File: src/rtl/lcd_text_writer.sv
// HD44780 4-bit text writer: snapshots a text buffer on start and sends an optional clear
// plus, for each selected line, a DDRAM address command followed by that line's characters.
module lcd_text_writer #(
    parameter int          NUM_LINES   = 2,
    parameter int          LINE_LENGTH = 16,
    parameter int          CLK_FREQ_HZ = 50000000,
    parameter logic [31:0] LINE_ADDR   = {8'h54, 8'h14, 8'h40, 8'h00}
) (
    input  logic                                CLK,
    input  logic                                RESET_N,
    input  logic                                start,
    input  logic                                clear_first,
    input  logic [NUM_LINES-1:0]                line_mask,
    input  logic [8*NUM_LINES*LINE_LENGTH-1:0]  text,
    output logic                                busy,
    output logic                                done,
    output logic [3:0]                          LCD_D,
    output logic                                LCD_RS,
    output logic                                LCD_E,
    output logic                                LCD_RW
);

    localparam int MHZ    = CLK_FREQ_HZ / 1000000;
    localparam int T_SU   = (CLK_FREQ_HZ / 10000000 > 1) ? CLK_FREQ_HZ / 10000000 : 1;
    localparam int T_E    = (CLK_FREQ_HZ / 2000000 > 1) ? CLK_FREQ_HZ / 2000000 : 1;
    localparam int T_GAP  = (CLK_FREQ_HZ / 1000000 > 1) ? CLK_FREQ_HZ / 1000000 : 1;
    localparam int T_BYTE = (53 * MHZ > 1) ? 53 * MHZ : 1;
    localparam int T_CLR  = (1640 * MHZ > 1) ? 1640 * MHZ : 1;
    localparam int CW     = $clog2(T_CLR + 1);
    localparam int LW     = (NUM_LINES > 1) ? $clog2(NUM_LINES) : 1;
    localparam int CHW    = (LINE_LENGTH > 1) ? $clog2(LINE_LENGTH) : 1;
    localparam int TW     = 8 * NUM_LINES * LINE_LENGTH;

    typedef enum logic [3:0] {
        S_IDLE, S_SETUP_HI, S_PULSE_HI, S_GAP, S_SETUP_LO, S_PULSE_LO, S_WAIT, S_EVAL, S_DONE
    } state_t;

    typedef enum logic [1:0] {K_CLR, K_ADDR, K_DATA} kind_t;

    state_t                 state_q, state_d;
    kind_t                  kind_q, kind_d;
    logic [CW-1:0]          cnt_q, cnt_d;
    logic [LW-1:0]          line_q, line_d;
    logic [CHW-1:0]         char_q, char_d;
    logic [TW-1:0]          text_q, text_d;
    logic [NUM_LINES-1:0]   mask_q, mask_d;

    logic                   first_valid, nxt_valid, hi_phase;
    kind_t                  first_kind, nxt_kind;
    logic [LW-1:0]          first_line, nxt_line;
    logic [CHW-1:0]         nxt_char;
    logic [31:0]            char_idx;
    logic [7:0]             byte_cur;

    // First byte is chosen from the start-time inputs so its setup begins right after accept.
    always_comb begin
        first_valid = clear_first;
        first_kind  = K_CLR;
        first_line  = '0;
        if (!clear_first) begin
            for (int unsigned l = 0; l < NUM_LINES; l++) begin
                if (!first_valid && line_mask[l]) begin
                    first_valid = 1'b1;
                    first_kind  = K_ADDR;
                    first_line  = LW'(l);
                end
            end
        end
    end

    always_comb begin
        nxt_valid = 1'b0;
        nxt_kind  = K_DATA;
        nxt_line  = line_q;
        nxt_char  = '0;
        if (kind_q == K_ADDR) begin
            nxt_valid = 1'b1;
        end else if (kind_q == K_DATA && char_q != CHW'(LINE_LENGTH - 1)) begin
            nxt_valid = 1'b1;
            nxt_char  = char_q + 1'b1;
        end else begin
            for (int unsigned l = 0; l < NUM_LINES; l++) begin
                if (!nxt_valid && mask_q[l] && (kind_q == K_CLR || LW'(l) > line_q)) begin
                    nxt_valid = 1'b1;
                    nxt_kind  = K_ADDR;
                    nxt_line  = LW'(l);
                end
            end
        end
    end

    assign char_idx = 32'(line_q) * 32'(LINE_LENGTH) + 32'(char_q);

    always_comb begin
        case (kind_q)
            K_CLR:   byte_cur = 8'h01;
            K_ADDR:  byte_cur = 8'h80 | 8'(LINE_ADDR >> (32'(line_q) * 8));
            default: byte_cur = 8'(text_q >> (char_idx * 8));
        endcase
    end

    assign hi_phase = (state_q == S_SETUP_HI) || (state_q == S_PULSE_HI) || (state_q == S_GAP);
    assign LCD_RW   = 1'b0;

    always_comb begin
        state_d = state_q;
        cnt_d   = cnt_q;
        kind_d  = kind_q;
        line_d  = line_q;
        char_d  = char_q;
        text_d  = text_q;
        mask_d  = mask_q;
        busy    = 1'b0;
        done    = 1'b0;
        LCD_E   = 1'b0;
        LCD_RS  = 1'b0;
        LCD_D   = '0;
        case (state_q)
            S_IDLE, S_DONE: begin
                done = (state_q == S_DONE);
                if (state_q == S_DONE) state_d = S_IDLE;
                if (start) begin
                    text_d = text;
                    mask_d = line_mask;
                    kind_d = first_kind;
                    line_d = first_line;
                    char_d = '0;
                    if (first_valid) begin
                        state_d = S_SETUP_HI;
                        cnt_d   = CW'(T_SU - 1);
                    end else begin
                        state_d = S_EVAL;
                    end
                end
            end
            S_EVAL: begin
                busy    = 1'b1;
                state_d = S_DONE;
            end
            default: begin
                busy   = 1'b1;
                LCD_RS = (kind_q == K_DATA);
                LCD_D  = hi_phase ? byte_cur[7:4] : byte_cur[3:0];
                LCD_E  = (state_q == S_PULSE_HI) || (state_q == S_PULSE_LO);
                if (cnt_q != '0) begin
                    cnt_d = cnt_q - 1'b1;
                end else begin
                    case (state_q)
                        S_SETUP_HI: begin state_d = S_PULSE_HI; cnt_d = CW'(T_E - 1);   end
                        S_PULSE_HI: begin state_d = S_GAP;      cnt_d = CW'(T_GAP - 1); end
                        S_GAP:      begin state_d = S_SETUP_LO; cnt_d = CW'(T_SU - 1);  end
                        S_SETUP_LO: begin state_d = S_PULSE_LO; cnt_d = CW'(T_E - 1);   end
                        S_PULSE_LO: begin
                            state_d = S_WAIT;
                            cnt_d   = (kind_q == K_CLR) ? CW'(T_CLR - 1) : CW'(T_BYTE - 1);
                        end
                        default: begin
                            if (nxt_valid) begin
                                state_d = S_SETUP_HI;
                                cnt_d   = CW'(T_SU - 1);
                                kind_d  = nxt_kind;
                                line_d  = nxt_line;
                                char_d  = nxt_char;
                            end else begin
                                state_d = S_DONE;
                            end
                        end
                    endcase
                end
            end
        endcase
    end

    always_ff @(posedge CLK or negedge RESET_N) begin
        if (!RESET_N) begin
            state_q <= S_IDLE;
            cnt_q   <= '0;
            kind_q  <= K_CLR;
            line_q  <= '0;
            char_q  <= '0;
            text_q  <= '0;
            mask_q  <= '0;
        end else begin
            state_q <= state_d;
            cnt_q   <= cnt_d;
            kind_q  <= kind_d;
            line_q  <= line_d;
            char_q  <= char_d;
            text_q  <= text_d;
            mask_q  <= mask_d;
        end
    end

endmodule

File: config.mk
export PLATFORM = sky130hd
export DESIGN_NAME = lcd_text_writer
export DESIGN_NICKNAME = d
export VERILOG_FILES = /design/src/rtl/lcd_text_writer.sv
export SDC_FILE = /design/constraint.sdc
export NUM_CORES = 1
export LEC_CHECK = 0
export CAP_MARGIN = 20
export CORE_ASPECT_RATIO = 0.6
export CORE_MARGIN = 2
export CORE_UTILIZATION = 54
export CTS_BUF_LIST = sky130_fd_sc_hd__clkbuf_8
export CTS_CLUSTER_SIZE = 20
export DETAILED_ROUTE_END_ITERATION = 12
export PLACE_DENSITY = 0.83
export SLEW_MARGIN = 20
export SYNTH_ARGS = -nofsm -noshare
export SYNTH_HDL_FRONTEND = slang
export SYNTH_SLANG_ARGS = --single-unit
File: constraint.sdc
create_clock -name CLK -period 4.1 [get_ports CLK]
set_clock_uncertainty 0.1 [all_clocks]
set_input_delay 0.615 -clock CLK [delete_from_list [all_inputs] [get_ports CLK]]
set_output_delay 0.615 -clock CLK [all_outputs]
set_load 0.01 [all_outputs]
==> flow_metrics.env <==
export IMPL_gp_congestion=0.9860
export IMPL_drt_vias_per_instance=5.742
export IMPL_die_y_um=127.4
export IMPL_fill_cells=1854
export IMPL_wire_per_inst_um=20.07
export IMPL_fin_util_pct=71.13
export IMPL_drive_above_1_share_pct=10.97
export IMPL_cts_buffers=43
export IMPL_worstSetupEndpointType="output port"
export IMPL_rsz0062_at_grt="false"
export IMPL_rrSetupSlack_ps=800
export IMPL_cts_hold_buf=0
export IMPL_maxSlewViolCount=0
export IMPL_dp_hpwl_mm=30.44
export IMPL_critPathMaxFanout=10
export IMPL_ir_worst_vdd_mv=0.2017
export IMPL_synthesis_instances=1488
export IMPL_reg2reg_to="kind_q[0]$_DFFE_PN0P_"
export IMPL_portBuffers=269
export IMPL_layout_nets=2001
export IMPL_relSlewSlack_pct=20.42
export IMPL_required_ps=3380
export IMPL_core_region_area_sq_mm=0.02511
export IMPL_worst_hold_slack_ps=-37.19
export IMPL_critical_path_class="flip-flop to output port"
export IMPL_remaining_drc_errors=0
export IMPL_status="finished with violations"
export IMPL_regArea_sq_mm=0.007164
export IMPL_vias=12050
export IMPL_synth_edf_count=0
export IMPL_grt_max_degree=111
export IMPL_grtUsageTotal_pct=32.63
export IMPL_r2r_cells=7
export IMPL_synth_net_count=1753
export IMPL_grt_pass1_wl_mm=66.55
export IMPL_p_per_area_mw_per_mm2=337.7
export IMPL_critPathArrivalTime_ps=3270
export IMPL_synth_async_reset_ratio_pct=100.0
export IMPL_min_path_type="input pin to async pin"
export IMPL_grt_pass1_vias=11980
export IMPL_multi_input_area_sq_mm=0.006138
export IMPL_yosysWarningCount=0
export IMPL_area_growth_syn_to_layout_pct=30.31
export IMPL_fmax_mhz=250.9
export IMPL_tritoncts="yes"
export IMPL_drt_wl_total_mm=42.12
export IMPL_reg2reg_from="cnt_q[0]$_DFFE_PN0P_"
export IMPL_drt_iter0_drc=1304
export IMPL_antenna_cells=0
export IMPL_worstSetupStartpointType="flip-flop"
export IMPL_setup_viol=0
export IMPL_cts_buffer_depth=3
export IMPL_clk_pin_slew_ps=70
export IMPL_io_pins=271
export IMPL_finalCritPeriodShare_pct=97.23
export IMPL_leakagePower_uw=0.009066
export IMPL_tightestPinTransition_ps=1183
export IMPL_avgSynthCellArea_sq_um=9.212
export IMPL_drtPass1Iterations=5
export IMPL_cts_sinks=286
export IMPL_yosysSeqAreaShare_pct=52.21
export IMPL_fin_tns_setup_ps=0
export IMPL_ant_nets=0
export IMPL_hold_viol=9
export IMPL_synth_cell_type_count=62
export IMPL_synth_ff_type="dfrtp_1"
export IMPL_grt_ovfl_total=0
export IMPL_antenna_found_initial=0
export IMPL_fp_dieW_um=209.7
export IMPL_failed_checks="negative hold slack"
export IMPL_syn_area_sq_mm=0.01371
export IMPL_htree_levels=2
export IMPL_finalCriticalPeriod_ps=3986
export IMPL_cap_violations=0
export IMPL_rows=45
export IMPL_start_util_pct=54.58
export IMPL_synth_seq_cells=286
export IMPL_die_area_sq_mm=0.02672
export IMPL_cts_root_buf="clkbuf_8"
export IMPL_insertion_delay_ps=570
[kinds of logic (layout without fill, tap and decap cells)]
family                     Yosys count  count (layout)  synth area share [%]
and+or+nand+nor                    895             895                 26.06
DFF                                286             286                 52.21
buffers and inverters              109             390                 3.158
AOI/OAI and AO/OA                  107             107                 5.240
muxes                               87              87                 13.03
adders and majority gates            3               3                0.2739
other                                1               1               0.02736
[layout make-up]
| type | count | share of cell area (%) |
|---|---|---|
| Sequential cell | 286 | 40.11 |
| Clock buffer | 56 | 4.315 |
| Tap cell | 329 | 2.305 |
| Inverter | 15 | 0.3152 |
| Clock inverter | 22 | 1.702 |
| Timing Repair Buffer | 297 | 16.88 |
| Multi-Input combinational cell | 1093 | 34.37 |
[report_power, final]
group / switching, uW / internal (uW) / total [uW]
sequential: 0 / 2820 / 2820
clock: 1150 / 1730 / 2890
combinational: 99.7 / 224 / 324
total: 1250 / 4780 / 6030
[registers in the layout (all words and copies together), names as in the netlist]
register and cells:
cnt_q 17, mask_q 2, kind_q 2, char_q 4
line_q 1, state_q 4, text_q 256
[per-layer routing]
metal	vias to the layer above	wire, um	track usage (%)	share of wire [%]
li1	5415	-	-	-
met1	5811	17490	46.84	42
met2	728	18080	47.29	43
met3	92	5364	10.84	13
met4	0	1183	10.68	2.8
met5	-	0	0	0
[placed cells by master (no fill, tap or decap), types with 4 or more instances in the layout]
| cell | netlist | routed |
|---|---|---|
| or2_2 | 5 | 5 |
| o22ai_1 | 5 | 5 |
| bufinv_16 | 0 | 8 |
| nand2b_1 | 4 | 4 |
| a31oi_1 | 11 | 11 |
| nand4_1 | 5 | 5 |
| and3_1 | 4 | 4 |
| mux2i_1 | 10 | 10 |
| nand3_1 | 16 | 16 |
| inv_1 | 13 | 20 |
| nand2_1 | 796 | 795 |
| clkinv_2 | 0 | 6 |
| nor2_1 | 19 | 19 |
| mux4_2 | 72 | 72 |
| a211oi_1 | 5 | 5 |
| clkdlybuf4s50_1 | 0 | 266 |
| a21oi_1 | 16 | 16 |
| nor3_1 | 8 | 7 |
| buf_4 | 1 | 20 |
| o31ai_1 | 6 | 6 |
| or3_1 | 9 | 9 |
| buf_12 | 0 | 6 |
| nor2b_1 | 4 | 4 |
| clkbuf_8 | 0 | 56 |
| dfrtp_1 | 286 | 284 |
| o21ai_0 | 27 | 27 |
| nor4_1 | 8 | 8 |
[how the worst max path moves through the flow]
stage                               start       end  slack, ps
finish              char_q[0]$_DFFE_PN0P_  LCD_D[0]        110
CTS                 char_q[0]$_DFFE_PN0P_  LCD_D[3]          5
global placement    char_q[0]$_DFFE_PN0P_  LCD_D[3]        540
floorplan           char_q[0]$_DFFE_PN0P_  LCD_D[1]        920
global route        kind_q[1]$_DFFE_PN0P_  LCD_D[0]         10
detailed placement  char_q[0]$_DFFE_PN0P_  LCD_D[3]        510
[critical path: stages, from the launching register on]
cell             delay [ps]
dfrtp_4                 570
buf_8                   200
mux4_2                  380
mux2_2                  150
nand2_1                  50
a2111o_1                430
a22oi_1                 310
clkdlybuf4s50_1         600
[through the flow]
stage / worst slack [ps] / power, uW / instance area [sq um] / instances
after floorplan: 917.6 / 2880 / 13710 / 1488
after global placement: 544.1 / 3197 / 16700 / 2014
after detailed placement: 511.7 / 3198 / 16700 / 2014
after CTS: 5.045 / 6053 / 17820 / 2094
after global routing: 11.07 / 6203 / 17860 / 2098
final: 113.6 / 6032 / 17860 / 2098
[synth_stat cells, types with 6 or more instances]
master | count | area (sq um)
nand2_1 | 796 | 2988
dfrtp_1 | 286 | 7157
clkbuf_1 | 82 | 307.8
mux4_2 | 72 | 1622
o21ai_0 | 27 | 135.1
nor2_1 | 19 | 71.32
a21oi_1 | 16 | 80.08
nand3_1 | 16 | 80.08
inv_1 | 13 | 48.80
a31oi_1 | 11 | 68.82
mux2i_1 | 10 | 100.1
or3_1 | 9 | 56.30
nor3_1 | 8 | 40.04
nor4_1 | 8 | 50.05
o31ai_1 | 6 | 45.04
[timing repair]
item	CTS	global route
endpoints found under the setup margin	4	4
resized for setup	0	3
buffers inserted	2	4
Power figures use the tool's default switching activity.
